**config.mk**
```make
export PLATFORM = sky130hd
export DESIGN_NAME = brqrv_sram_arbiter_flat
export DESIGN_NICKNAME = d
export VERILOG_FILES = /design/src/rtl/brqrv_mem_pkg.sv /design/src/rtl/brqrv_sram_arbiter_if.sv /design/src/rtl/brqrv_rr_arb2.sv /design/src/rtl/brqrv_sram_arbiter.sv /design/src/flat_wrapper.sv
export SDC_FILE = /design/constraint.sdc
export NUM_CORES = 1
export LEC_CHECK = 0
export ABC_CLOCK_PERIOD_IN_PS = 6710
export CAP_MARGIN = 40
export CORE_ASPECT_RATIO = 0.9
export CORE_MARGIN = 2
export CORE_UTILIZATION = 30
export CTS_CLUSTER_SIZE = 40
export DETAILED_ROUTE_END_ITERATION = 10
export PLACE_DENSITY = 0.8
export SYNTH_ARGS = -nofsm -noshare
export SYNTH_HDL_FRONTEND = slang
export SYNTH_HIERARCHICAL = 1
export SYNTH_SLANG_ARGS = --single-unit
```
**constraint.sdc**
```tcl
create_clock -name wb_clk_i -period 6.71 [get_ports wb_clk_i]
set_input_delay 1.6775 -clock wb_clk_i [delete_from_list [all_inputs] [get_ports wb_clk_i]]
set_output_delay 1.6775 -clock wb_clk_i [all_outputs]
set_load 0.02 [all_outputs]
```
**src/rtl/brqrv_mem_pkg.sv**
```systemverilog
// Shared types and widths for the SRAM arbiter slice.
// No logic; types only.
// No flow control here; see the arbiter and its interface.
package brqrv_mem_pkg;

    typedef enum logic [1:0] {
        IDLE   = 2'd0,
        ACCESS = 2'd1,
        RESP   = 2'd2
    } state_e;

    typedef enum logic {
        OWN_WB   = 1'b0,
        OWN_CORE = 1'b1
    } owner_e;

    localparam int SRAM_DW = 32;
    localparam int SRAM_MW = 4;

    // One-hot grant bit positions
    localparam int GNT_WB_BIT   = 0;
    localparam int GNT_CORE_BIT = 1;

endpackage

```
**src/rtl/brqrv_sram_arbiter_if.sv**
```systemverilog
// Bundles the Wishbone slave, core data port and SRAM macro pins.
// Latency: none (wires only).
// Backpressure: Wishbone holds stb until ack; core holds req until gnt.
interface brqrv_sram_arbiter_if #(
    parameter int ADDR_W = 8
);
    import brqrv_mem_pkg::*;

    // Wishbone slave side
    logic               wbs_cyc_i;
    logic               wbs_stb_i;
    logic               wbs_we_i;
    logic [SRAM_MW-1:0] wbs_sel_i;
    logic [31:0]        wbs_adr_i;
    logic [SRAM_DW-1:0] wbs_dat_i;
    logic               wbs_ack_o;
    logic [SRAM_DW-1:0] wbs_dat_o;

    // Core data port
    logic               core_req_i;
    logic               core_we_i;
    logic [SRAM_MW-1:0] core_wstrb_i;
    logic [ADDR_W-1:0]  core_addr_i;
    logic [SRAM_DW-1:0] core_wdata_i;
    logic               core_gnt_o;
    logic               core_rvalid_o;
    logic [SRAM_DW-1:0] core_rdata_o;

    // SRAM macro side
    logic               sram_csb_o;
    logic               sram_web_o;
    logic [SRAM_MW-1:0] sram_wmask_o;
    logic [ADDR_W-1:0]  sram_addr_o;
    logic [SRAM_DW-1:0] sram_din_o;
    logic [SRAM_DW-1:0] sram_dout_i;

    // Arbiter view
    modport slave (
        input  wbs_cyc_i, wbs_stb_i, wbs_we_i, wbs_sel_i, wbs_adr_i, wbs_dat_i,
        output wbs_ack_o, wbs_dat_o,
        input  core_req_i, core_we_i, core_wstrb_i, core_addr_i, core_wdata_i,
        output core_gnt_o, core_rvalid_o, core_rdata_o,
        output sram_csb_o, sram_web_o, sram_wmask_o, sram_addr_o, sram_din_o,
        input  sram_dout_i
    );

    // Requesters + macro view
    modport master (
        output wbs_cyc_i, wbs_stb_i, wbs_we_i, wbs_sel_i, wbs_adr_i, wbs_dat_i,
        input  wbs_ack_o, wbs_dat_o,
        output core_req_i, core_we_i, core_wstrb_i, core_addr_i, core_wdata_i,
        input  core_gnt_o, core_rvalid_o, core_rdata_o,
        input  sram_csb_o, sram_web_o, sram_wmask_o, sram_addr_o, sram_din_o,
        output sram_dout_i
    );

endinterface

```
**src/rtl/brqrv_rr_arb2.sv**
```systemverilog
// Two-way round-robin arbiter: one-hot grant, previous owner loses ties.
// Latency: combinational.
// Backpressure: grants nothing while i_en is low.
module brqrv_rr_arb2
    import brqrv_mem_pkg::*;
(
    input  logic       i_en,
    input  logic       i_req_wb,
    input  logic       i_req_core,
    input  owner_e     i_last_owner,
    output logic [1:0] o_gnt
);

    // Single requester wins outright; on a tie the one that did not go last wins
    always_comb begin
        o_gnt = 2'b00;
        if (i_en) begin
            if (i_req_wb && i_req_core) begin
                if (i_last_owner == OWN_WB) begin
                    o_gnt[GNT_CORE_BIT] = 1'b1;
                end else begin
                    o_gnt[GNT_WB_BIT] = 1'b1;
                end
            end else if (i_req_wb) begin
                o_gnt[GNT_WB_BIT] = 1'b1;
            end else if (i_req_core) begin
                o_gnt[GNT_CORE_BIT] = 1'b1;
            end
        end
    end

endmodule

```
**src/rtl/brqrv_sram_arbiter.sv**
```systemverilog
// Shares one single-port SRAM between the Wishbone slave bus and the core.
// Latency: request seen in IDLE cycle N, ack/rvalid in N+2, next arbitration N+3.
// Backpressure: loser keeps requesting; core gets gnt only in a winning IDLE cycle.
module brqrv_sram_arbiter
    import brqrv_mem_pkg::*;
#(
    parameter int          ADDR_W    = 8,
    parameter logic [31:0] BASE_ADDR = 32'h3000_0000
) (
    input  logic                wb_clk_i,
    input  logic                wb_rst_ni,
    input  logic                boot_mode_i,
    brqrv_sram_arbiter_if.slave bus
);

    logic               w_wb_req;
    logic               w_core_rq;
    logic               w_idle;
    logic [1:0]         w_gnt;
    logic               w_unused;

    state_e             r_state;
    owner_e             r_owner;
    owner_e             r_last_owner;
    logic               r_we;
    logic               r_csb;
    logic               r_web;
    logic [SRAM_MW-1:0] r_wmask;
    logic [ADDR_W-1:0]  r_addr;
    logic [SRAM_DW-1:0] r_din;
    logic               r_wb_ack;
    logic               r_core_rvalid;

    // Only the word-address and window bits matter; byte offset is ignored
    assign w_unused  = ^bus.wbs_adr_i[1:0];

    assign w_wb_req  = bus.wbs_cyc_i && bus.wbs_stb_i &&
                       (bus.wbs_adr_i[31:ADDR_W+2] == BASE_ADDR[31:ADDR_W+2]);
    assign w_core_rq = bus.core_req_i && !boot_mode_i;
    assign w_idle    = (r_state == IDLE);

    brqrv_rr_arb2 u_arb (
        .i_en         (w_idle),
        .i_req_wb     (w_wb_req),
        .i_req_core   (w_core_rq),
        .i_last_owner (r_last_owner),
        .o_gnt        (w_gnt)
    );

    // IDLE -> ACCESS -> RESP -> IDLE; SRAM controls and response strobes are registered
    always_ff @(posedge wb_clk_i) begin
        if (!wb_rst_ni) begin
            r_state       <= IDLE;
            r_owner       <= OWN_CORE;
            r_last_owner  <= OWN_CORE;
            r_we          <= 1'b0;
            r_csb         <= 1'b1;
            r_web         <= 1'b1;
            r_wmask       <= '0;
            r_addr        <= '0;
            r_din         <= '0;
            r_wb_ack      <= 1'b0;
            r_core_rvalid <= 1'b0;
        end else begin
            case (r_state)
                IDLE: begin
                    if (w_gnt[GNT_WB_BIT]) begin
                        r_state      <= ACCESS;
                        r_owner      <= OWN_WB;
                        r_last_owner <= OWN_WB;
                        r_we         <= bus.wbs_we_i;
                        r_csb        <= 1'b0;
                        r_web        <= !bus.wbs_we_i;
                        r_wmask      <= bus.wbs_we_i ? bus.wbs_sel_i : '0;
                        r_addr       <= bus.wbs_adr_i[ADDR_W+1:2];
                        r_din        <= bus.wbs_dat_i;
                    end else if (w_gnt[GNT_CORE_BIT]) begin
                        r_state      <= ACCESS;
                        r_owner      <= OWN_CORE;
                        r_last_owner <= OWN_CORE;
                        r_we         <= bus.core_we_i;
                        r_csb        <= 1'b0;
                        r_web        <= !bus.core_we_i;
                        r_wmask      <= bus.core_we_i ? bus.core_wstrb_i : '0;
                        r_addr       <= bus.core_addr_i;
                        r_din        <= bus.core_wdata_i;
                    end
                end
                ACCESS: begin
                    // Macro samples at this edge; release it and raise the response strobe
                    r_state       <= RESP;
                    r_csb         <= 1'b1;
                    r_web         <= 1'b1;
                    r_wmask       <= '0;
                    r_addr        <= '0;
                    r_din         <= '0;
                    r_wb_ack      <= (r_owner == OWN_WB);
                    r_core_rvalid <= (r_owner == OWN_CORE);
                end
                RESP: begin
                    r_state       <= IDLE;
                    r_wb_ack      <= 1'b0;
                    r_core_rvalid <= 1'b0;
                end
                default: begin
                    r_state <= IDLE;
                end
            endcase
        end
    end

    assign bus.sram_csb_o    = r_csb;
    assign bus.sram_web_o    = r_web;
    assign bus.sram_wmask_o  = r_wmask;
    assign bus.sram_addr_o   = r_addr;
    assign bus.sram_din_o    = r_din;

    // Macro dout only becomes valid in RESP, so read data is steered straight through
    assign bus.wbs_ack_o     = r_wb_ack;
    assign bus.wbs_dat_o     = (r_wb_ack && !r_we) ? bus.sram_dout_i : '0;
    assign bus.core_gnt_o    = w_gnt[GNT_CORE_BIT];
    assign bus.core_rvalid_o = r_core_rvalid;
    assign bus.core_rdata_o  = (r_core_rvalid && !r_we) ? bus.sram_dout_i : '0;

endmodule

```
**src/flat_wrapper.sv**
```systemverilog
// flat-port wrapper written by rule: the top's interface ports become plain ports
module brqrv_sram_arbiter_flat import brqrv_mem_pkg::*;
#(
    parameter int          ADDR_W    = 8,
    parameter logic [31:0] BASE_ADDR = 32'h3000_0000
)
  (wb_clk_i, wb_rst_ni, boot_mode_i, bus_wbs_cyc_i, bus_wbs_stb_i, bus_wbs_we_i, bus_wbs_sel_i, bus_wbs_adr_i, bus_wbs_dat_i, bus_wbs_ack_o, bus_wbs_dat_o, bus_core_req_i, bus_core_we_i, bus_core_wstrb_i, bus_core_addr_i, bus_core_wdata_i, bus_core_gnt_o, bus_core_rvalid_o, bus_core_rdata_o, bus_sram_csb_o, bus_sram_web_o, bus_sram_wmask_o, bus_sram_addr_o, bus_sram_din_o, bus_sram_dout_i);
  brqrv_sram_arbiter_if #(.ADDR_W(ADDR_W)) bus_i ();
  input  logic wb_clk_i;
  input  logic wb_rst_ni;
  input  logic boot_mode_i;
  input wire logic [$bits(bus_i.wbs_cyc_i)-1:0] bus_wbs_cyc_i;
  input wire logic [$bits(bus_i.wbs_stb_i)-1:0] bus_wbs_stb_i;
  input wire logic [$bits(bus_i.wbs_we_i)-1:0] bus_wbs_we_i;
  input wire logic [$bits(bus_i.wbs_sel_i)-1:0] bus_wbs_sel_i;
  input wire logic [$bits(bus_i.wbs_adr_i)-1:0] bus_wbs_adr_i;
  input wire logic [$bits(bus_i.wbs_dat_i)-1:0] bus_wbs_dat_i;
  output wire logic [$bits(bus_i.wbs_ack_o)-1:0] bus_wbs_ack_o;
  output wire logic [$bits(bus_i.wbs_dat_o)-1:0] bus_wbs_dat_o;
  input wire logic [$bits(bus_i.core_req_i)-1:0] bus_core_req_i;
  input wire logic [$bits(bus_i.core_we_i)-1:0] bus_core_we_i;
  input wire logic [$bits(bus_i.core_wstrb_i)-1:0] bus_core_wstrb_i;
  input wire logic [$bits(bus_i.core_addr_i)-1:0] bus_core_addr_i;
  input wire logic [$bits(bus_i.core_wdata_i)-1:0] bus_core_wdata_i;
  output wire logic [$bits(bus_i.core_gnt_o)-1:0] bus_core_gnt_o;
  output wire logic [$bits(bus_i.core_rvalid_o)-1:0] bus_core_rvalid_o;
  output wire logic [$bits(bus_i.core_rdata_o)-1:0] bus_core_rdata_o;
  output wire logic [$bits(bus_i.sram_csb_o)-1:0] bus_sram_csb_o;
  output wire logic [$bits(bus_i.sram_web_o)-1:0] bus_sram_web_o;
  output wire logic [$bits(bus_i.sram_wmask_o)-1:0] bus_sram_wmask_o;
  output wire logic [$bits(bus_i.sram_addr_o)-1:0] bus_sram_addr_o;
  output wire logic [$bits(bus_i.sram_din_o)-1:0] bus_sram_din_o;
  input wire logic [$bits(bus_i.sram_dout_i)-1:0] bus_sram_dout_i;
  assign bus_i.wbs_cyc_i = bus_wbs_cyc_i;
  assign bus_i.wbs_stb_i = bus_wbs_stb_i;
  assign bus_i.wbs_we_i = bus_wbs_we_i;
  assign bus_i.wbs_sel_i = bus_wbs_sel_i;
  assign bus_i.wbs_adr_i = bus_wbs_adr_i;
  assign bus_i.wbs_dat_i = bus_wbs_dat_i;
  assign bus_wbs_ack_o = bus_i.wbs_ack_o;
  assign bus_wbs_dat_o = bus_i.wbs_dat_o;
  assign bus_i.core_req_i = bus_core_req_i;
  assign bus_i.core_we_i = bus_core_we_i;
  assign bus_i.core_wstrb_i = bus_core_wstrb_i;
  assign bus_i.core_addr_i = bus_core_addr_i;
  assign bus_i.core_wdata_i = bus_core_wdata_i;
  assign bus_core_gnt_o = bus_i.core_gnt_o;
  assign bus_core_rvalid_o = bus_i.core_rvalid_o;
  assign bus_core_rdata_o = bus_i.core_rdata_o;
  assign bus_sram_csb_o = bus_i.sram_csb_o;
  assign bus_sram_web_o = bus_i.sram_web_o;
  assign bus_sram_wmask_o = bus_i.sram_wmask_o;
  assign bus_sram_addr_o = bus_i.sram_addr_o;
  assign bus_sram_din_o = bus_i.sram_din_o;
  assign bus_i.sram_dout_i = bus_sram_dout_i;
  brqrv_sram_arbiter #(.ADDR_W(ADDR_W), .BASE_ADDR(BASE_ADDR)) u_core (.wb_clk_i(wb_clk_i), .wb_rst_ni(wb_rst_ni), .boot_mode_i(boot_mode_i), .bus(bus_i));
endmodule
```
==> results.txt <==
status -> complete, no violations
Detail Route Antenna Nets -> 0
number of library cell types mapped by synthesis -> 32
post-synthesis cell area -> 0.00306 mm2
Clock H-tree levels -> 2
pre-CTS setup slack -> 1180 ps
Ant. Diodes -> 0
# fillers -> 841
P&R area growth vs syn -> 93.4%
CTS Hold Bufs -> 0
HPWL Detailed -> 9.10 mm
top post-synthesis cells by area -> dfxtp_1 34%, mux2i_1 13%, and2_1 13%, o21a_1 6.4%, o2bb2ai_1 5.4%
routability cong. -> 0.859
CTS Root Cell -> clkbuf_16
Clock Skews -> 4.11 ps
nets@finish -> 739
critical path class -> input port to output port
vias per cell -> 4.83
number of warnings issued by yosys -> 6
placed cells -> 703
Clock Latency Late Sink -> 290 ps
placed cell area -> 0.00575 mm2
die width -> 110 um
mean post-synth cell area -> 8.97 um2
final setup fails -> 0
Main synth FF type -> dfxtp_1
crit-path max FO -> 7
area leader, netlist -> dfxtp_1
Startpoint Class -> input port
most common cell after layout, fill and taps aside -> clkdlybuf4s50_1
f_max -> 0.181 GHz
final std cell area, no fill -> 0.00591 mm2
final std cells w/o fill -> 711
layout cells sized above 1 -> 2.91%
vias in the first global route -> 3502
static leakage -> 2.07 nW
relative slew slack -> 38.4%
Final Slew Violations -> 0
post-synthesis register bit count -> 52
first-pass GRT wire length -> 17.8 mm
post-cts sizing count -> 0
first-pass iteration count of the detailed router -> 4
number of flops mapped to enable cells by yosys -> 0
Rows -> 34
drt initial violations -> 122
gr ovfl total -> 0
WL per Instance -> 16.1 um
total number of vias -> 3432
setup TNS -> 0 ps
Post-CTS Setup Bufs -> 0
PD cells -> 154 mW/mm2
CTS Sinks -> 52
final wirelength -> 11.5 mm
final period utilization -> 82.2%
IO Count -> 265
max_cap viols -> 0
initial antenna violation count -> 0
area share of the largest cell type after synthesis -> 34.0%
final setup margin -> 1190 ps
Port Buffers -> 262
VDD IR-drop max -> 0.000100 V
number of remaining DRC errors -> 0
Worst-Margin Slew -> 923 ps
Fin. Hold Viols -> 0
CP Data Arrival Time -> 3840 ps
Worst setup EP type -> output port
core area -> 0.00978 mm2
Starting Density -> 31.3%
CTS tree -> built
RSZ-0062 raised after global routing -> false
Post-Syn Instances -> 341
CP required -> 5030 ps
CTS max path bufs -> 2
DIE HEIGHT -> 99.8 um
Final min period -> 5520 ps
total clock buffers created by CTS -> 5
Post-synth ARST share -> 0%
largest net degree at the start of global routing -> 35
most frequent cells in the layout -> 262 x clkdlybuf4s50_1, 65 x and2_1, 52 x dfxtp_1, 41 x mux2i_1
clock-pin slew on the worst setup and hold paths -> 70 ps
Syn Nets -> 496
worst hold-check path type -> flop to flop
die area -> 0.0110 mm2
sequential area share after synthesis -> 34.0%
Total GRT Usage -> 19.4%
[power breakdown]
| part | total (mW) | internal (mW) | switching [mW] |
|---|---|---|---|
| Sequential | 0.335 | 0.326 | 0.00889 |
| Clock | 0.289 | 0.175 | 0.114 |
| Combinational | 0.288 | 0.162 | 0.126 |
| Total | 0.912 | 0.663 | 0.249 |
[final timing paths]
path	slack, ps	endpoint	from	cells past startpoint
worst max-delay path	1190	bus_core_gnt_o	bus_core_req_i	5
worst min-delay path	440	u_core/bus.sram_web_o$_SDFFE_PN1P_	u_core/bus.sram_web_o$_SDFFE_PN1P_	2
worst max register to register	3640	u_core/bus.sram_din_o[24]$_SDFFE_PN0P_	u_core/r_state[0]$_SDFFE_PN0P_	7
worst min register to register	440	u_core/bus.sram_web_o$_SDFFE_PN1P_	u_core/bus.sram_web_o$_SDFFE_PN1P_	2
[per-stage QoR]
stage               hold WS [ps]  total power [mW]  util [%]
finish                       445             0.912      60.4
global route                 477             0.950      60.4
CTS                          448             0.920      60.4
detailed placement           438             0.631      58.7
global placement             433             0.620      58.3
floorplan                    511             0.468         -
[area by class of cell]
cell class              count  area [um2]  area share, %
well taps                 126         158           2.67
multi-input cells         250        1840           31.0
flip-flops and latches     52        1040           17.6
inverters                   7        26.3          0.444
clock buffers               5         125           2.12
repair buffers            268        2690           45.4
clock inverters             3        42.5          0.719
[state kept, by name, summed over array words and instances, names as in the netlist]
register and cells:
u_core/bus.wbs_ack_o 1, u_core/r_we 1, u_core/bus.core_rvalid_o 1, u_core/bus.sram_wmask_o 4, u_core/r_last_owner 1, u_core/bus.sram_din_o 32, u_core/bus.sram_csb_o 1, u_core/bus.sram_addr_o 8
u_core/r_state 2, u_core/bus.sram_web_o 1
[cells by family (layout without fill, tap and decap cells)]
family          count (synthesis)  in the layout  share of synthesized area (%)
compound gates                 89             89                           22.7
simple gates                  117            117                           22.2
buf+inv                        39            283                           6.42
mux                            41             41                           13.4
fa+ha+maj                       3              3                           1.23
flops                          52             52                           34.0
[cells in the mapped netlist (2+ instances only)]
| library cell | number |
|---|---|
| dfxtp_1 | 52 |
| nor4_1 | 3 |
| buf_6 | 5 |
| a32oi_1 | 5 |
| o21ai_0 | 2 |
| mux2i_1 | 41 |
| nor2_1 | 4 |
| a21boi_1 | 7 |
| ha_1 | 3 |
| and2_1 | 65 |
| nor2b_1 | 5 |
| o2bb2ai_1 | 19 |
| nand2_1 | 7 |
| nor3_1 | 26 |
| a21oi_1 | 5 |
| o21a_1 | 26 |
| buf_2 | 10 |
| clkbuf_1 | 17 |
| a21boi_0 | 19 |
| nor4b_1 | 2 |
| inv_1 | 7 |
[metal layers]
metal / routed length (um) / vias to the layer above / GRT usage, %
met3: 786 / 13 / 4.83
met4: 153 / 0 / 3.85
met2: 6130 / 135 / 38.5
met1: 4390 / 1589 / 21.1
met5: 0 / - / 0
li1: - / 1695 / -
[critical path, cell delays in order]
cell	delay, ps
clkdlybuf4s50_1	460
nor2b_1	310
nand2_1	90
a21oi_1	560
clkdlybuf4s50_1	740
Power figures use the tool's default switching activity.
